$ cat config.mk
export PLATFORM = sky130hd
export DESIGN_NAME = switch_press_emulator
export DESIGN_NICKNAME = d
export VERILOG_FILES = /design/src/rtl/switch_press_emulator.sv
export SDC_FILE = /design/constraint.sdc
export NUM_CORES = 1
export LEC_CHECK = 0
export ABC_CLOCK_PERIOD_IN_PS = 5910
export CAP_MARGIN = 40
export CORE_ASPECT_RATIO = 0.5
export CORE_MARGIN = 1
export CORE_UTILIZATION = 48
export CTS_CLUSTER_SIZE = 10
export DETAILED_ROUTE_END_ITERATION = 16
export GPL_TIMING_DRIVEN = 0
export PLACE_DENSITY = 0.75
export SYNTH_ARGS = -nofsm -noshare
export SYNTH_HDL_FRONTEND = slang
export SYNTH_SLANG_ARGS = --single-unit
$ cat constraint.sdc
create_clock -name iClk -period 5.91 [get_ports iClk]
set_input_delay 1.4775 -clock iClk [delete_from_list [all_inputs] [get_ports iClk]]
set_output_delay 1.4775 -clock iClk [all_outputs]
set_load 0.02 [all_outputs]
$ cat src/rtl/switch_press_emulator.sv
// ---------------------------------------------------------------------------
// switch_press_emulator
//
// Purpose:
//   Drives one active-low push-button line (oSw, 0 = pressed, 1 = released)
//   from single-cycle press / release / click requests. After every edge
//   the line is held stable for HOLD_CNT cycles so a downstream debouncer
//   sees each edge. Requests that arrive while a hold is running are
//   dropped, never queued.
//
// Optional feature (macro SWEMU_BOUNCE_EN):
//   When defined, each edge starts with BOUNCE_N glitch phases of
//   BOUNCE_CNT cycles each. The first phase is at the new level. After the
//   last phase the line settles and the full HOLD_CNT hold runs. Without
//   the macro the line makes clean single edges and no bounce logic exists.
//
// Ports:
//   iClk        in   system clock
//   iRst        in   synchronous reset, active-high
//   iPressReq   in   single-cycle request: drive the line low
//   iReleaseReq in   single-cycle request: drive the line high
//   iClickReq   in   single-cycle request: press, hold, release, hold
//   oSw         out  emulated switch line (registered, 1 = released)
//   oBusy       out  high while a hold (or bounce) phase is running
//   oDone       out  one-cycle pulse in the last cycle of a completed op
//   oReqDrop    out  one-cycle pulse, the cycle after a request is ignored
// ---------------------------------------------------------------------------
module switch_press_emulator #(
  parameter int unsigned HOLD_CNT   = 2_000_000,
  parameter int unsigned CNT_W      = 22,
  parameter int unsigned BOUNCE_N   = 4,
  parameter int unsigned BOUNCE_CNT = 50_000
) (
  input  logic iClk,
  input  logic iRst,
  input  logic iPressReq,
  input  logic iReleaseReq,
  input  logic iClickReq,
  output logic oSw,
  output logic oBusy,
  output logic oDone,
  output logic oReqDrop
);

  typedef enum logic [1:0] {
    UP_IDLE = 2'd0,
    DN_HOLD = 2'd1,
    DN_IDLE = 2'd2,
    UP_HOLD = 2'd3
  } state_t;

  localparam logic [CNT_W-1:0] HOLD_LAST = CNT_W'(HOLD_CNT - 1);

  // Elaboration-time parameter sanity check.
  if ((HOLD_CNT < 1) || ((BOUNCE_N % 2) != 0) || (BOUNCE_CNT < 1) ||
      ((64'd1 << CNT_W) <= 64'(HOLD_CNT)) ||
      ((64'd1 << CNT_W) < 64'(BOUNCE_CNT))) begin : g_param_check
    $error("switch_press_emulator: illegal parameter combination");
  end

  state_t           state_r, state_n;
  logic [CNT_W-1:0] cnt_r, cnt_n;
  logic             click_r, click_n;
  logic             any_req_s;
  logic             drop_n, sw_n, busy_n, done_n;
  logic             bnc_done_s;    // current cycle: glitch phases finished
  logic             bnc_done_n_s;  // next cycle: glitch phases finished
  logic             bnc_flip_s;    // next cycle: line inverted by a glitch

`ifdef SWEMU_BOUNCE_EN
  localparam int unsigned      PH_W     = $clog2(BOUNCE_N + 2);
  localparam logic [PH_W-1:0]  PH_END   = PH_W'(BOUNCE_N);
  localparam logic [CNT_W-1:0] BNC_LAST = CNT_W'(BOUNCE_CNT - 1);

  logic [PH_W-1:0]  ph_r, ph_n;
  logic [CNT_W-1:0] bcnt_r, bcnt_n;
  logic             enter_hold_s;

  // Bounce phase sequencer: restarts on every hold entry, then steps one
  // phase every BOUNCE_CNT cycles until BOUNCE_N phases have elapsed.
  always_comb begin
    ph_n         = ph_r;
    bcnt_n       = bcnt_r;
    enter_hold_s = ((state_n == DN_HOLD) || (state_n == UP_HOLD)) &&
                   (state_n != state_r);
    if (enter_hold_s) begin
      ph_n   = '0;
      bcnt_n = '0;
    end else if (((state_r == DN_HOLD) || (state_r == UP_HOLD)) &&
                 (ph_r != PH_END)) begin
      if (bcnt_r == BNC_LAST) begin
        bcnt_n = '0;
        ph_n   = ph_r + PH_W'(1);
      end else begin
        bcnt_n = bcnt_r + CNT_W'(1);
      end
    end else begin
      ph_n   = ph_r;
      bcnt_n = bcnt_r;
    end
  end

  assign bnc_done_s   = (ph_r == PH_END);
  assign bnc_done_n_s = (ph_n == PH_END);
  // Odd phases show the opposite of the target level.
  assign bnc_flip_s   = !bnc_done_n_s && ph_n[0];

  // Bounce sequencer registers; idle value is "all phases done".
  always_ff @(posedge iClk) begin
    if (iRst) begin
      ph_r   <= PH_END;
      bcnt_r <= '0;
    end else begin
      ph_r   <= ph_n;
      bcnt_r <= bcnt_n;
    end
  end
`else
  assign bnc_done_s   = 1'b1;
  assign bnc_done_n_s = 1'b1;
  assign bnc_flip_s   = 1'b0;
`endif

  assign any_req_s = iPressReq | iReleaseReq | iClickReq;

  // Next-state, hold counter, click flag and request-drop decision.
  always_comb begin
    state_n = state_r;
    cnt_n   = cnt_r;
    click_n = click_r;
    drop_n  = 1'b0;
    case (state_r)
      UP_IDLE: begin
        if (iClickReq || iPressReq) begin
          state_n = DN_HOLD;
          cnt_n   = '0;
          click_n = iClickReq;
          drop_n  = iReleaseReq;
        end else begin
          drop_n  = iReleaseReq;
        end
      end
      DN_HOLD: begin
        drop_n = any_req_s;
        if (!bnc_done_s) begin
          cnt_n = '0;
        end else if (cnt_r == HOLD_LAST) begin
          cnt_n = '0;
          if (click_r) begin
            state_n = UP_HOLD;
          end else begin
            state_n = DN_IDLE;
          end
        end else begin
          cnt_n = cnt_r + CNT_W'(1);
        end
      end
      DN_IDLE: begin
        drop_n = iPressReq | iClickReq;
        if (iReleaseReq) begin
          state_n = UP_HOLD;
          cnt_n   = '0;
        end else begin
          state_n = DN_IDLE;
        end
      end
      UP_HOLD: begin
        drop_n = any_req_s;
        if (!bnc_done_s) begin
          cnt_n = '0;
        end else if (cnt_r == HOLD_LAST) begin
          cnt_n   = '0;
          state_n = UP_IDLE;
          click_n = 1'b0;
        end else begin
          cnt_n = cnt_r + CNT_W'(1);
        end
      end
      default: begin
        state_n = UP_IDLE;
        cnt_n   = '0;
        click_n = 1'b0;
        drop_n  = 1'b0;
      end
    endcase
  end

  // Output look-ahead: oDone must be visible during the final hold cycle,
  // so it is registered from the next-cycle state/counter values.
  always_comb begin
    sw_n   = ((state_n == UP_IDLE) || (state_n == UP_HOLD)) ^ bnc_flip_s;
    busy_n = (state_n == DN_HOLD) || (state_n == UP_HOLD);
    done_n = bnc_done_n_s && (cnt_n == HOLD_LAST) &&
             ((state_n == UP_HOLD) || ((state_n == DN_HOLD) && !click_n));
  end

  // State and registered outputs.
  always_ff @(posedge iClk) begin
    if (iRst) begin
      state_r  <= UP_IDLE;
      cnt_r    <= '0;
      click_r  <= 1'b0;
      oSw      <= 1'b1;
      oBusy    <= 1'b0;
      oDone    <= 1'b0;
      oReqDrop <= 1'b0;
    end else begin
      state_r  <= state_n;
      cnt_r    <= cnt_n;
      click_r  <= click_n;
      oSw      <= sw_n;
      oBusy    <= busy_n;
      oDone    <= done_n;
      oReqDrop <= drop_n;
    end
  end

endmodule
# Yosys cells after proc, flatten, opt, wreduce, memory -nomap -nowiden
# Cells that the tools add are included.
# totals
latch_bits	0
romBits	0
mem_count	0
wordCells	42
ramBits	0
ff_bits	29
# op_classes
add_sub_neg	1
n_eq_ne	7
shift	0
n_div	0
order_cmp	0
bitwise	3
n_reduce_logical	10
mux	14
mul	0
# ops
cell	n
two-way mux 22 bit	3
case mux 22 bit (3 select lines)	1
== test 22 x 21 -> 1 bit, second input constant	2
adder 22 x 1 -> 22 bit, second input constant	1
case mux 2 bit (4 select lines)	1
== test 2 bit, second input constant	3
two-way mux 2 bit	3
== test 2 x 1 -> 1 bit, second input constant	2
zero test 2 bit	2
logical OR 1 bit	4
two-way mux 1 bit	4
OR 1 bit	3
case mux 1 bit (3 select lines)	1
logical AND 1 bit	2
case mux 1 bit (2 select lines)	1
OR reduction 2 bit	1
zero test 1 bit	1

# Longest topological paths before layout
# Gate-level depths: netlist of run 1.
# depth
depth_word	7
mapped_depth	12
depth_no_buf	12

# Worst setup path after synthesis of run 1
# No wires, ideal clock.
# synth_timing
path_kind	in2reg
startpoint	input port iClickReq
endpoint	register oDone
stages	7
arrival_time_ps	3094
t_required_ps	5849
slack_ps	2755
path_cell_list	nor2_1 > mux2i_1 > a311oi_1 > o2111ai_1 > or4_1 > nor4_1 > and4_1
# synth_between
elab_chain_cells	7
# synth_rtl
element	line	source
start: declaration	38	input logic iClickReq,
branches (longest 6 deep; another with two-way mux 22 bit)	n/a	
logical AND 1 bit (*)	193	done_n = bnc_done_n_s && (cnt_n == HOLD_LAST) &&
end signal: assignment	213	oDone <= done_n;
end: declaration	41	output logic oDone,
# Every way passes the cells marked *.
# A chain may end at the register's enable or synchronous reset.

# Final worst setup path of run 1
# layout_timing
startpoint	input port iReleaseReq
endpoint	register oDone
# layout_between
elab_chain_cells	6
# layout_rtl
element	line	source
start: declaration	37	input logic iReleaseReq,
branches (longest 5 deep; another with two-way mux 22 bit)	n/a	
logical AND 1 bit (*)	193	
# Marks and branches as above.

==> results of run 1 <==
power by group:
part	internal [uW]	total, uW	leakage [uW]	switching [uW]
clock	90.9	159	0.0000357	68.0
combinational	32.3	85.7	0.000519	53.4
sequential	194	198	0.000227	4.73
total	317	443	0.000782	126
final cells by class:
cell class,instances,area [sq um]
Buffer,20,109
Clock buffer,3,41.3
Clock inverter,1,30.0
Fill cell,380,1740
Inverter,10,37.5
Multi-Input combinational cell,199,1290
Sequential cell,28,561
Tap cell,54,67.6
Timing Repair Buffer,7,70.1
worst register-to-register path, stage by stage (launching register included):
cell	delay [ns]
dfxtp_1	0.37
inv_1	0.09
ha_1	0.21
nor2b_1	0.29
mux2i_1	0.23
a311oi_1	0.44
o2111ai_1	0.24
or4_1	0.54
nor4_1	0.34
and4_1	0.23
state kept, by name, indices dropped and copies added, names as in the netlist:
signal / cells
cnt_r: 22
oBusy: 1
click_r: 1
state_r: 1
oSw: 1
oDone: 1
oReqDrop: 1
cells by family after synthesis:
family,share of synthesized area
AND/OR/NAND/NOR,0.297
AO/OA/AOI/OAI,0.277
buffers and inverters,0.0734
flip-flops,0.281
adder cells (fa/ha/maj),0.0439
XOR/XNOR,0.0176
multiplexers,0.0107
path summary, 6_finish.rpt:
path	to	slack [ns]	cells after the start	from
hold reg to reg	cnt_r[13]	0.57	2	cnt_r[13]
hold / removal	cnt_r[13]	0.57	2	cnt_r[13]
setup / recovery	oDone	1.93	8	iReleaseReq
setup reg to reg	oDone	2.89	9	oBusy
stage by stage:
step / setup slack, ns / hold WS (ns) / instance area, sq um / power, uW / util
finish: 1.93 / 0.571 / 2200 / 443 / 0.559
global route: 1.78 / 0.614 / 2200 / 462 / 0.559
CTS: 2.02 / 0.564 / 2200 / 443 / 0.559
detailed placement: 1.72 / 0.544 / 2130 / 288 / 0.541
global placement: 1.78 / 0.527 / 2130 / 287 / 0.541
floorplan: 2.76 / 0.497 / 2000 / 261 / -
Yosys cell counts, types with 2 or more instances:
| library cell | count | area share |
|---|---|---|
| dfxtp_1 | 28 | 0.28 |
| a21oi_1 | 24 | 0.060 |
| nand2_1 | 22 | 0.041 |
| nor2_1 | 22 | 0.041 |
| o21ai_0 | 11 | 0.028 |
| inv_1 | 10 | 0.019 |
| buf_2 | 9 | 0.023 |
| clkbuf_1 | 8 | 0.015 |
| ha_1 | 7 | 0.044 |
| nand3_1 | 7 | 0.018 |
| nand4_1 | 7 | 0.022 |
| nor2b_1 | 7 | 0.022 |
| a311oi_1 | 6 | 0.026 |
| nor4_1 | 6 | 0.019 |
| a211oi_1 | 5 | 0.019 |
| a31oi_1 | 5 | 0.016 |
| and4_1 | 5 | 0.022 |
| nor3_1 | 5 | 0.013 |
| or3_1 | 5 | 0.016 |
| a21o_1 | 3 | 0.011 |
| and3_1 | 3 | 0.0094 |
| buf_6 | 3 | 0.017 |
| nor4b_1 | 3 | 0.013 |
| o22ai_1 | 3 | 0.0094 |
| a32oi_1 | 2 | 0.0088 |
| a41oi_1 | 2 | 0.0088 |
| and4_4 | 2 | 0.011 |
| nor3_2 | 2 | 0.010 |
| o211ai_1 | 2 | 0.0075 |
| o21a_1 | 2 | 0.0075 |
| o21ai_1 | 2 | 0.0050 |
| o21bai_1 | 2 | 0.0075 |
| xnor2_1 | 2 | 0.0088 |
| xor2_1 | 2 | 0.0088 |
layer usage:
layer | track usage | wire [microns] | vias to the layer above
li1 | - | - | 984
met1 | 0.354 | 2570 | 961
met2 | 0.407 | 2340 | 104
met3 | 0.0730 | 510 | 6
met4 | 0.0615 | 36 | 0
met5 | 0 | 0 | -
layout by cell type (no fill, tap or decap), drive strengths merged, types with 8 or more instances in the layout:
master	instances
nor2	22
o21ai	13
nand4	8
inv	10
dfxtp	28
clkbuf	11
nand2	22
nand3	8
buf	12
a21oi	24
==> flow_summary.json, run 1 <==
{
  "status": "complete, no violations",
  "die_h_microns": 47.6,
  "wirelength_microns": 5460,
  "clk-insertion-delay-late_ns": 0.29,
  "avgSynthCellArea_sq_um": 7.77,
  "setup_viol_count_final": 0,
  "vias": 2055,
  "synthArstFlopShare": 0,
  "path_delay_family": "simple AND/OR/NAND/NOR gates",
  "io_pins": 9,
  "crit_type": "input pin to register",
  "crit_buf_inv": 1,
  "htree_num_levels": 1,
  "drive_gt1_frac": 0.101,
  "antenna_left": 0,
  "cts_root_buf": "clkbuf_8",
  "layout.cells.non_filler": 322,
  "required_ns": 6.15,
  "grt_pass1_vias": 1728,
  "drv_slew": 0,
  "drc": 0,
  "place.gp.congestion": 0.969,
  "synth_nets": 269,
  "grt_overflow": 0,
  "synth.distinct_cells": 57,
  "syn_area_sq_um": 2000,
  "fin_tns_setup_ns": 0,
  "postCtsHoldBufs": 0,
  "grt_util_all_layers": 0.257,
  "worst_setup_path_start_kind": "input pin",
  "start_util": 0.506,
  "clockBufferDepth": 2,
  "cp_slowest_cell": "or4_1",
  "max_freq_mhz": 251,
  "grt_max_degree": 17,
  "area_delta_synth_final_pct": 10.5,
  "tritoncts": "built",
  "endpoint_kind": "register",
  "cpPeakStageDelay_ns": 0.54,
  "ys.flop_type": "dfxtp_1",
  "die-area_sq_um": 4440,
  "path_max_fanout": 4,
  "grt_setup_unrepaired": "no",
  "p_leak_uw": 0.000782,
  "synth_seq_area_share": 0.281,
  "routed_via_density": 6.38,
  "row_count": 16,
  "yosysWarnings": 0,
  "wl_per_cell_microns": 17.0,
  "dr.pass1.iters": 5,
  "hold_viol": 0,
  "powerDensity_nw_per_um2": 201,
  "final.period_utilization": 0.673,
  "antenna_cells": 0,
  "dp.cells": 318,
  "antenna_found_initial": 0,
  "coreArea_sq_um": 3940,
  "slew_headroom": 0.443,
  "ctsResizeCount": 0,
  "max_cap_viol_count": 0,
  "synth_seq_cells": 28,
  "clock-sinks": 28,
  "worst_pin_slew_ns": 0.830,
  "ir_worst_vdd_uv": 108,
  "dp_hpwl_microns": 4050,
  "post_cts_buffers": 0,
  "hold_path_class": "register to register",
  "fin_nets": 281,
  "synthCells": 257,
  "crit_chain": "clkdlybuf4s50_1 > nor2b_1 > mux2i_1 > a311oi_1 > o2111ai_1 > or4_1 > nor4_1 > and4_1",
  "finalCriticalPeriod_ns": 3.98,
  "cts_made_buffers": 3,
  "path_clk_slew_ns": 0.11,
  "port_buffers": 7,
  "grt_pass1_wl_microns": 8570,
  "die_w_microns": 93.2,
  "fin_skew_ns": 0.00645,
  "first_iter_violations": 182,
  "worstPathArrival_ns": 4.22,
  "synth_edf_count": 0
}
(Power assumes the default switching activity.)
==> inputs of run 2 (changes only) <==
- ABC_CLOCK_PERIOD_IN_PS: 5910 -> 3590
- PLACE_DENSITY: 0.75 -> 0.77
- clock period: 5.91 -> 3.59 ns (I/O delays scaled with it)
==> flow_summary.json, run 2 (same netlist as run 1, synthesis figures left out) <==
{
  "clk-insertion-delay-late_ns": 0.28,
  "htree_num_levels": 1,
  "start_util": 0.506,
  "crit_type": "input pin to register",
  "place.gp.congestion": 0.980,
  "path_max_fanout": 4,
  "grt_overflow": 0,
  "coreArea_sq_um": 3940,
  "largest_register_ffs": 22,
  "grt_pass1_wl_microns": 8500,
  "dr.pass1.iters": 4,
  "required_ns": 3.82,
  "worstPathArrival_ns": 3.53,
  "ctsResizeCount": 0,
  "endpoint_kind": "register",
  "antenna_found_initial": 0,
  "die_h_microns": 47.6,
  "ir_worst_vdd_uv": 223,
  "hold_path_class": "register to register",
  "hold_ws_ns": 0.586,
  "row_count": 16,
  "cts_made_buffers": 3,
  "fin_tns_setup_ns": 0,
  "dp_hpwl_microns": 3990,
  "mostFrequentLayoutCells": "dfxtp_1 (28), a21oi_1 (24), nand2_1 (22), nor2_1 (22), o21ai_0 (11)",
  "antenna_cells": 0,
  "hold_viol": 0,
  "worst_setup_path_start_kind": "input pin",
  "routed_via_density": 6.38,
  "die-area_sq_um": 4440,
  "nFillCells": 358,
  "p_leak_uw": 0.000775,
  "slew_headroom": 0.445,
  "vias": 2053,
  "cts_root_buf": "clkbuf_8",
  "max_freq_mhz": 303,
  "fin_nets": 281,
  "regMostFlops": "cnt_r",
  "drive_gt1_frac": 0.101,
  "grt_util_all_layers": 0.257,
  "fin_skew_ns": 0.00349,
  "clock-sinks": 28,
  "wirelength_microns": 5550,
  "post_cts_buffers": 0,
  "antenna_left": 0,
  "drv_slew": 0,
  "setup_viol_count_final": 0,
  "first_iter_violations": 197,
  "power.total_uw": 672,
  "grt_pass1_vias": 1701,
  "drc": 0,
  "tritoncts": "built",
  "clockBufferDepth": 2,
  "finalCriticalPeriod_ns": 3.30,
  "worst_pin_slew_ns": 0.827,
  "grt_max_degree": 16,
  "wl_per_cell_microns": 17.2,
  "port_buffers": 7,
  "postCtsHoldBufs": 0,
  "io_pins": 9,
  "final.period_utilization": 0.920,
  "status": "complete, no violations",
  "layout_commonest_cell": "dfxtp_1",
  "grt_setup_unrepaired": "no",
  "max_cap_viol_count": 0,
  "die_w_microns": 93.2,
  "powerDensity_nw_per_um2": 307,
  "path_clk_slew_ns": 0.10,
  "area_delta_synth_final_pct": 9.66
}
==> run 2: cell types whose count changed in the layout (fill, tap and decap cells not counted) <==
| cell | previous run | this run |
|---|---|---|
| bufinv_16 | 1 | 0 |
| clkbuf_8 | 3 | 4 |
==> run 2: worst paths after layout <==
| path | start | end | slack [ns] | cells past startpoint |
|---|---|---|---|---|
| max reg2reg | oBusy | oDone | 0.59 | 10 |
| min reg2reg | cnt_r[13] | cnt_r[13] | 0.59 | 2 |
| min | cnt_r[13] | cnt_r[13] | 0.59 | 2 |
| max | iReleaseReq | oDone | 0.29 | 8 |
==> run 2: routing by layer <==
layer | global-route usage | part of all wire | vias to the layer above
met5 | 0 | 0 | -
met4 | 0.0769 | 0.0079 | 0
met3 | 0.0429 | 0.081 | 6
met2 | 0.421 | 0.43 | 111
met1 | 0.359 | 0.48 | 945
li1 | - | - | 991
==> run 2: metrics by stage <==
stage                     setup WS [ns]  std cells  area [sq um]   util
after floorplan                   0.923        257          2000      -
after global placement           0.0644        318          2130  0.541
after detailed placement         0.0642        318          2130  0.541
after CTS                         0.354        322          2190  0.555
after global routing              0.242        322          2190  0.555
final                             0.286        322          2190  0.555
==> run 2: power by group <==
part	internal, uW	switching, uW	total (uW)
clock	98.4	103	202
sequential	319	7.50	326
combinational	53.4	90.7	144
==> run 2: critical path, stage by stage <==
cell and delay (ns):
clkdlybuf4s50_1 0.45, nor2b_1 0.26, mux2i_1 0.23, a311oi_1 0.39, o2111ai_1 0.22, or4_1 0.55, nor4_1 0.31, and4_1 0.22
==> run 2: final cells by class <==
cell class | instances | area (sq um) | share of cell area
Timing Repair Buffer | 7 | 70.1 | 0.0320
Inverter | 10 | 37.5 | 0.0172
Tap cell | 54 | 67.6 | 0.0309
Clock buffer | 4 | 55.1 | 0.0252
Buffer | 20 | 109 | 0.0497
Multi-Input combinational cell | 199 | 1290 | 0.589
Sequential cell | 28 | 561 | 0.256
